<file path="config.mk">
export PLATFORM = sky130hd
export DESIGN_NAME = hvsync_decoder_flat
export DESIGN_NICKNAME = d
export VERILOG_FILES = /design/src/rtl/hvsync_decoder_if.sv /design/src/rtl/hvsync_decoder.sv /design/src/flat_wrapper.sv
export SDC_FILE = /design/constraint.sdc
export NUM_CORES = 1
export LEC_CHECK = 0
export CORE_ASPECT_RATIO = 1.5
export CORE_MARGIN = 8
export CORE_UTILIZATION = 56
export DETAILED_ROUTE_END_ITERATION = 10
export GPL_TIMING_DRIVEN = 0
export MAX_ROUTING_LAYER = met4
export PLACE_DENSITY = 0.89
export SETUP_SLACK_MARGIN = 0.15
export SLEW_MARGIN = 20
export SYNTH_ARGS = -nofsm -noshare
export SYNTH_HDL_FRONTEND = slang
export SYNTH_SLANG_ARGS = --single-unit
export TNS_END_PERCENT = 50
</file>
<file path="constraint.sdc">
create_clock -name clk -period 5.17 [get_ports clk]
set_input_delay 0.7755 -clock clk [delete_from_list [all_inputs] [get_ports clk]]
set_output_delay 0.7755 -clock clk [all_outputs]
set_load 0.01 [all_outputs]
</file>
<file path="src/rtl/hvsync_decoder_if.sv">
// rtl/hvsync_decoder_if.sv - video stream and decoded-timing bundle for hvsync_decoder

interface hvsync_decoder_if;
  logic        hsync;
  logic        vsync;
  logic [2:0]  rgb;
  logic [15:0] hpos;
  logic [15:0] vpos;
  logic [15:0] line_len;
  logic [15:0] frame_lines;
  logic        locked;
  logic        frame_start;
  logic [23:0] lit_count;

  // Video source side: drives the raw stream, observes the decoded timing
  modport master (
    output hsync, vsync, rgb,
    input  hpos, vpos, line_len, frame_lines, locked, frame_start, lit_count
  );

  // Decoder side
  modport slave (
    input  hsync, vsync, rgb,
    output hpos, vpos, line_len, frame_lines, locked, frame_start, lit_count
  );
endinterface

</file>
<file path="src/rtl/hvsync_decoder.sv">
// rtl/hvsync_decoder.sv - recovers hpos/vpos, line/frame geometry, lock and lit-pixel count from hsync/vsync/rgb

module hvsync_decoder #(
  parameter bit          SYNC_POL    = 1'b1,
  parameter int unsigned LOCK_FRAMES = 2
) (
  input  logic            clk,
  input  logic            reset,
  hvsync_decoder_if.slave vid
);

  typedef enum logic [1:0] {
    SEARCH = 2'd0,
    VERIFY = 2'd1,
    LOCKED = 2'd2
  } state_t;

  localparam logic [3:0] LOCK_N = 4'(LOCK_FRAMES);

  // Input stage
  logic       hs_s_q, hs_d_q, vs_s_q, vs_d_q;
  logic [2:0] rgb_s_q;

  // Counters and measured geometry
  logic [15:0] hcount_q, hcount_d;
  logic [15:0] vcount_q, vcount_d;
  logic [15:0] line_len_q, line_len_d;
  logic [15:0] frame_lines_q, frame_lines_d;
  logic [23:0] acc_q, acc_d;
  logic [23:0] lit_count_q, lit_count_d;

  // Lock tracking
  state_t      state_q, state_d;
  logic [15:0] ref_len_q, ref_len_d;
  logic [15:0] ref_lines_q, ref_lines_d;
  logic [3:0]  match_cnt_q, match_cnt_d;
  logic [3:0]  match_nxt;
  logic        locked_q, locked_d;
  logic        frame_start_q, frame_start_d;

  logic        hs_edge, vs_edge, rgb_lit;
  logic        h_sat, v_sat;
  logic [15:0] hcount_inc, vcount_inc;
  logic [23:0] acc_inc;

  assign hs_edge = hs_s_q & ~hs_d_q;
  assign vs_edge = vs_s_q & ~vs_d_q;
  assign rgb_lit = |rgb_s_q;
  assign h_sat   = &hcount_q;
  assign v_sat   = &vcount_q;

  // hcount_inc doubles as the saturated "hcount + 1" used for line length
  assign hcount_inc = h_sat ? hcount_q : hcount_q + 16'd1;
  assign vcount_inc = v_sat ? vcount_q : vcount_q + 16'd1;
  assign acc_inc    = (&acc_q) ? acc_q : acc_q + {23'd0, rgb_lit};
  assign match_nxt  = match_cnt_q + 4'd1;

  // Sync polarity normalisation and edge-detect delay line
  always_ff @(posedge clk) begin
    if (reset) begin
      hs_s_q  <= 1'b0;
      hs_d_q  <= 1'b0;
      vs_s_q  <= 1'b0;
      vs_d_q  <= 1'b0;
      rgb_s_q <= 3'd0;
    end else begin
      hs_s_q  <= (vid.hsync == SYNC_POL);
      vs_s_q  <= (vid.vsync == SYNC_POL);
      rgb_s_q <= vid.rgb;
      hs_d_q  <= hs_s_q;
      vs_d_q  <= vs_s_q;
    end
  end

  // Counter next state; a vsync edge outranks a coincident hsync edge on vcount
  always_comb begin
    hcount_d      = hcount_inc;
    line_len_d    = line_len_q;
    vcount_d      = vcount_q;
    frame_lines_d = frame_lines_q;
    acc_d         = acc_inc;
    lit_count_d   = lit_count_q;
    if (hs_edge) begin
      line_len_d = hcount_inc;
      hcount_d   = 16'd0;
    end
    if (vs_edge) begin
      frame_lines_d = vcount_q;
      vcount_d      = 16'd0;
    end else if (hs_edge) begin
      vcount_d = vcount_inc;
    end
    if (vs_edge) begin
      lit_count_d = acc_q;
      acc_d       = {23'd0, rgb_lit};
    end
  end

  // Lock FSM next state; counter saturation forces a fresh search
  always_comb begin
    state_d     = state_q;
    ref_len_d   = ref_len_q;
    ref_lines_d = ref_lines_q;
    match_cnt_d = match_cnt_q;
    case (state_q)
      SEARCH: begin
        if (vs_edge) begin
          ref_len_d   = line_len_q;
          ref_lines_d = vcount_q;
          match_cnt_d = 4'd0;
          state_d     = VERIFY;
        end
      end
      VERIFY: begin
        if (vs_edge) begin
          if ((line_len_q == ref_len_q) && (vcount_q == ref_lines_q)) begin
            match_cnt_d = match_nxt;
            if (match_nxt == LOCK_N) begin
              state_d = LOCKED;
            end
          end else begin
            ref_len_d   = line_len_q;
            ref_lines_d = vcount_q;
            match_cnt_d = 4'd0;
          end
        end
      end
      LOCKED: begin
        if ((vs_edge && (vcount_q != ref_lines_q)) ||
            (hs_edge && (hcount_inc != ref_len_q))) begin
          state_d     = SEARCH;
          match_cnt_d = 4'd0;
        end
      end
      default: begin
        state_d     = SEARCH;
        match_cnt_d = 4'd0;
      end
    endcase
    if (h_sat || v_sat) begin
      state_d     = SEARCH;
      match_cnt_d = 4'd0;
    end
  end

  assign locked_d      = (state_d == LOCKED);
  assign frame_start_d = vs_edge && (state_d == LOCKED);

  // Counter, measurement and lock state registers
  always_ff @(posedge clk) begin
    if (reset) begin
      hcount_q      <= 16'd0;
      vcount_q      <= 16'd0;
      line_len_q    <= 16'd0;
      frame_lines_q <= 16'd0;
      acc_q         <= 24'd0;
      lit_count_q   <= 24'd0;
      state_q       <= SEARCH;
      ref_len_q     <= 16'd0;
      ref_lines_q   <= 16'd0;
      match_cnt_q   <= 4'd0;
      locked_q      <= 1'b0;
      frame_start_q <= 1'b0;
    end else begin
      hcount_q      <= hcount_d;
      vcount_q      <= vcount_d;
      line_len_q    <= line_len_d;
      frame_lines_q <= frame_lines_d;
      acc_q         <= acc_d;
      lit_count_q   <= lit_count_d;
      state_q       <= state_d;
      ref_len_q     <= ref_len_d;
      ref_lines_q   <= ref_lines_d;
      match_cnt_q   <= match_cnt_d;
      locked_q      <= locked_d;
      frame_start_q <= frame_start_d;
    end
  end

  assign vid.hpos        = hcount_q;
  assign vid.vpos        = vcount_q;
  assign vid.line_len    = line_len_q;
  assign vid.frame_lines = frame_lines_q;
  assign vid.locked      = locked_q;
  assign vid.frame_start = frame_start_q;
  assign vid.lit_count   = lit_count_q;

endmodule

</file>
<file path="src/flat_wrapper.sv">
// flat-port wrapper written by rule: the top's interface ports become plain ports
module hvsync_decoder_flat 
#(
  parameter bit          SYNC_POL    = 1'b1,
  parameter int unsigned LOCK_FRAMES = 2
)
  (clk, reset, vid_hsync, vid_vsync, vid_rgb, vid_hpos, vid_vpos, vid_line_len, vid_frame_lines, vid_locked, vid_frame_start, vid_lit_count);
  hvsync_decoder_if vid_i ();
  input  logic clk;
  input  logic reset;
  input wire logic [$bits(vid_i.hsync)-1:0] vid_hsync;
  input wire logic [$bits(vid_i.vsync)-1:0] vid_vsync;
  input wire logic [$bits(vid_i.rgb)-1:0] vid_rgb;
  output wire logic [$bits(vid_i.hpos)-1:0] vid_hpos;
  output wire logic [$bits(vid_i.vpos)-1:0] vid_vpos;
  output wire logic [$bits(vid_i.line_len)-1:0] vid_line_len;
  output wire logic [$bits(vid_i.frame_lines)-1:0] vid_frame_lines;
  output wire logic [$bits(vid_i.locked)-1:0] vid_locked;
  output wire logic [$bits(vid_i.frame_start)-1:0] vid_frame_start;
  output wire logic [$bits(vid_i.lit_count)-1:0] vid_lit_count;
  assign vid_i.hsync = vid_hsync;
  assign vid_i.vsync = vid_vsync;
  assign vid_i.rgb = vid_rgb;
  assign vid_hpos = vid_i.hpos;
  assign vid_vpos = vid_i.vpos;
  assign vid_line_len = vid_i.line_len;
  assign vid_frame_lines = vid_i.frame_lines;
  assign vid_locked = vid_i.locked;
  assign vid_frame_start = vid_i.frame_start;
  assign vid_lit_count = vid_i.lit_count;
  hvsync_decoder #(.SYNC_POL(SYNC_POL), .LOCK_FRAMES(LOCK_FRAMES)) u_core (.clk(clk), .reset(reset), .vid(vid_i));
endmodule
</file>
==> impl_results.md <==
- First-pass GRT wire length: 32.2 mm
- Crit. End Element: register
- I/O pin count: 97
- Setup repair after global routing missed its margin: false
- N_diodes: 0
- Tmin final: 3600 ps
- Number of global-route vias before repair: 6578
- Die height: 155 um
- Syn Area/Cell: 8.66 sq um
- H-tree depth reported by CTS: 4
- Post-CTS Setup Bufs: 0
- Syn Inst Count: 835
- Setup TNS: 0 ps
- FF+latch area: 3180 sq um
- Worst skew pair latency: 430 ps
- Synthesis-to-layout area growth: 24.0%
- Fin. Hold Viols: 0
- Share of cells above drive strength 1: 7.17%
- Max Cap Viol: 0
- Die width: 109 um
- Worst clock skew: 8.75 ps
- Worst setup SP type: register
- CTS tree: done
- Yosys reg bits: 159
- Placed instance area: 8390 sq um
- I/O Buffers: 96
- Pwr/cell area: 288 nW/um^2
- Final setup fails: 0
- Class of the worst hold path: reg -> reg
- Die Area: 16900 sq um
- Routed vias/inst: 5.84
- DRT iter0 DRCs: 336
- Reg2Reg Setup Slack: 1570 ps
- Maximum clock frequency: 0.278 GHz
- Worst-margin pin slew: 1030 ps
- Clock buffer depth: 2
- Max_slew headroom: 30.5%
- Total global-route track usage: 24.8%
- Post-synth top area share: 44.0%
- Fin. max-slew vios: 0
- Outcome: completed
- Crit Path Max Fanout: 10
- Reg clk slew, reported paths: 70 ps
- WL per Instance: 17.9 um
- Synth cell types: 69
- WP data arrival: 3950 ps
- GRT overflow: 0
- Synth top area cells: dfxtp_1 (44%), xor2_1 (7.4%), nand2_1 (6.2%)
- Post-DP HPWL: 14.3 mm
- DR vias: 6558
- Multi-input gate area: 3730 sq um
- Row count: 51
- Ys flop type: dfxtp_1
- Fill count: 916
- Synthesized area: 7230 sq um
- Finished Cell Area: 8970 sq um
- Crit Path Category: reg -> reg
- Static leakage: 0.00347 uW
- Nets: 963
- Syn_nets: 848
- Initial antenna violation count: 0
- Ys async rst share: 0%
- # resized after CTS: 0
- Cts bufs inserted: 17
- Final WL: 20.1 mm
- Core Box Area: 12800 sq um
- GPL Wtd Cong: 0.933
- Pin count of the biggest net entering global routing: 18
- Synth warn: 0
- Crit share post-route: 69.6%
- Post-DRT Antenna Nets: 0
- Register area share after synthesis: 44.0%
- Drt drc: 0
- EDFF count, synth: 0
- CTS hold repair buffers: 0
- Root buffer cell: clkbuf_16
- Drt first pass iters: 5
- Initial core utilization: 56.4%
- CP required: 5520 ps
- Num Clock Sinks: 159
- VDD IR max: 254 uV
- Top cell type by total area after synthesis: dfxtp_1
[power by group]
group,leakage (uW),internal [uW],total [uW],switching [uW]
logic,0.00191,49.0,132,83.3
clock network,0.000278,639,1210,568
registers,0.00128,1230,1250,11.8
[metrics by stage]
step	total power [uW]	hold slack (ps)	std cells	util, %	setup WS, ps
final	2580	459	1122	69.9	1570
after detailed placement	1400	449	1090	65.4	1630
after CTS	2590	458	1122	69.9	1610
after global routing	2650	479	1122	69.9	1410
after global placement	1400	441	1090	65.4	1680
after floorplan	1360	445	835	-	2000
[sequential cells by signal, summed over array words and instances, names as in the netlist]
| register | count |
|---|---|
| u_core.acc_q | 24 |
| u_core.hs_d_q | 1 |
| u_core.hs_s_q | 1 |
| u_core.match_cnt_q | 4 |
| u_core.ref_len_q | 16 |
| u_core.ref_lines_q | 16 |
| u_core.rgb_s_q | 3 |
| u_core.state_q | 2 |
| u_core.vid.frame_lines | 16 |
| u_core.vid.frame_start | 1 |
| u_core.vid.hpos | 16 |
| u_core.vid.line_len | 16 |
| u_core.vid.lit_count | 24 |
| u_core.vid.locked | 1 |
| u_core.vid.vpos | 16 |
| u_core.vs_d_q | 1 |
| u_core.vs_s_q | 1 |
[cells in the mapped netlist (2+ instances only)]
master and n:
or4_1 2, a31oi_1 4, xor2_1 61, a21oi_1 60, buf_2 4, a211oi_1 4
buf_4 2, or3_1 13, clkbuf_8 2, a21o_1 3, nor4_1 17, or4_4 2
nor2_1 92, buf_6 4, nor2b_1 15, clkbuf_1 36, ha_1 6, or3_2 3
o21ai_0 36, nand3_1 19, and4_1 10, dfxtp_1 159, inv_1 12, clkbuf_2 2
and2_1 3, o211ai_1 4, nor3_1 14, xnor2_1 17, and3_1 5, nand2_1 120
nand2b_1 6, mux2i_1 36, mux2_2 2, nor4b_1 3, nand4_1 23
[kinds of logic (layout without fill, tap and decap cells)]
logic type,after synthesis,count (layout),synth area share (%)
AOI/OAI and AO/OA,130,130,10.7
xor gates and xnor gates,80,80,10.1
adders and majority gates,6,6,1.04
buffers and inverters,64,192,4.45
DFF,159,159,44.0
muxes,38,38,5.29
and+or+nand+nor,358,358,24.4
[critical path: stages (launching register included)]
cell	delay [ps]
dfxtp_1	520
ha_1	260
buf_12	140
nand3_2	190
or4_4	590
buf_6	160
a2111oi_4	300
o21bai_1	120
or4_4	500
nor4_4	420
a21oi_2	130
a21oi_1	190
[metal layers]
metal / GRT usage (%) / share of wire (%) / vias up
met5: - / 0 / -
met4: 14.9 / 4.9 / 0
met3: 5.80 / 6.5 / 77
met2: 43.2 / 53 / 283
met1: 24.4 / 36 / 3090
li1: - / - / 3108
[path summary, 6_finish.rpt]
| check | from | to | cells past startpoint |
|---|---|---|---|
| setup / recovery | u_core.vid.hpos[0]$_SDFF_PP0_ | u_core.vid.locked$_SDFF_PP0_ | 11 |
| hold / removal | u_core.vid.frame_lines[1]$_SDFFE_PP0P_ | u_core.vid.frame_lines[1]$_SDFFE_PP0P_ | 2 |
| setup reg to reg | u_core.vid.hpos[0]$_SDFF_PP0_ | u_core.vid.locked$_SDFF_PP0_ | 11 |
| hold reg to reg | u_core.vid.frame_lines[1]$_SDFFE_PP0P_ | u_core.vid.frame_lines[1]$_SDFFE_PP0P_ | 2 |
[cell type report]
type / instances / area share (%)
Sequential cell: 159 / 35.5
Multi-Input combinational cell: 612 / 41.6
Clock buffer: 17 / 4.74
Clock inverter: 15 / 1.62
Timing Repair Buffer: 96 / 10.7
Tap cell: 159 / 2.22
Inverter: 12 / 0.502
Buffer: 52 / 3.08
[cells in the final DEF, fill, tap and decap left out, types with 4 or more instances in the layout]
cell type	n
nor4_1	16
or3_1	13
clkbuf_1	36
nand4_1	23
and3_1	5
clkbuf_16	17
dfxtp_1	159
a211oi_1	4
nand2b_1	6
mux2i_1	36
ha_1	6
nor2_1	92
buf_6	4
o21ai_0	36
buf_2	4
o211ai_1	4
xor2_1	61
inv_1	12
nor3_1	14
clkinv_4	5
a21oi_1	60
inv_6	5
nand3_1	19
nand2_1	120
and4_1	10
clkdlybuf4s50_1	96
xnor2_1	17
a31oi_1	4
nor2b_1	15
Power figures use the tool's default switching activity.
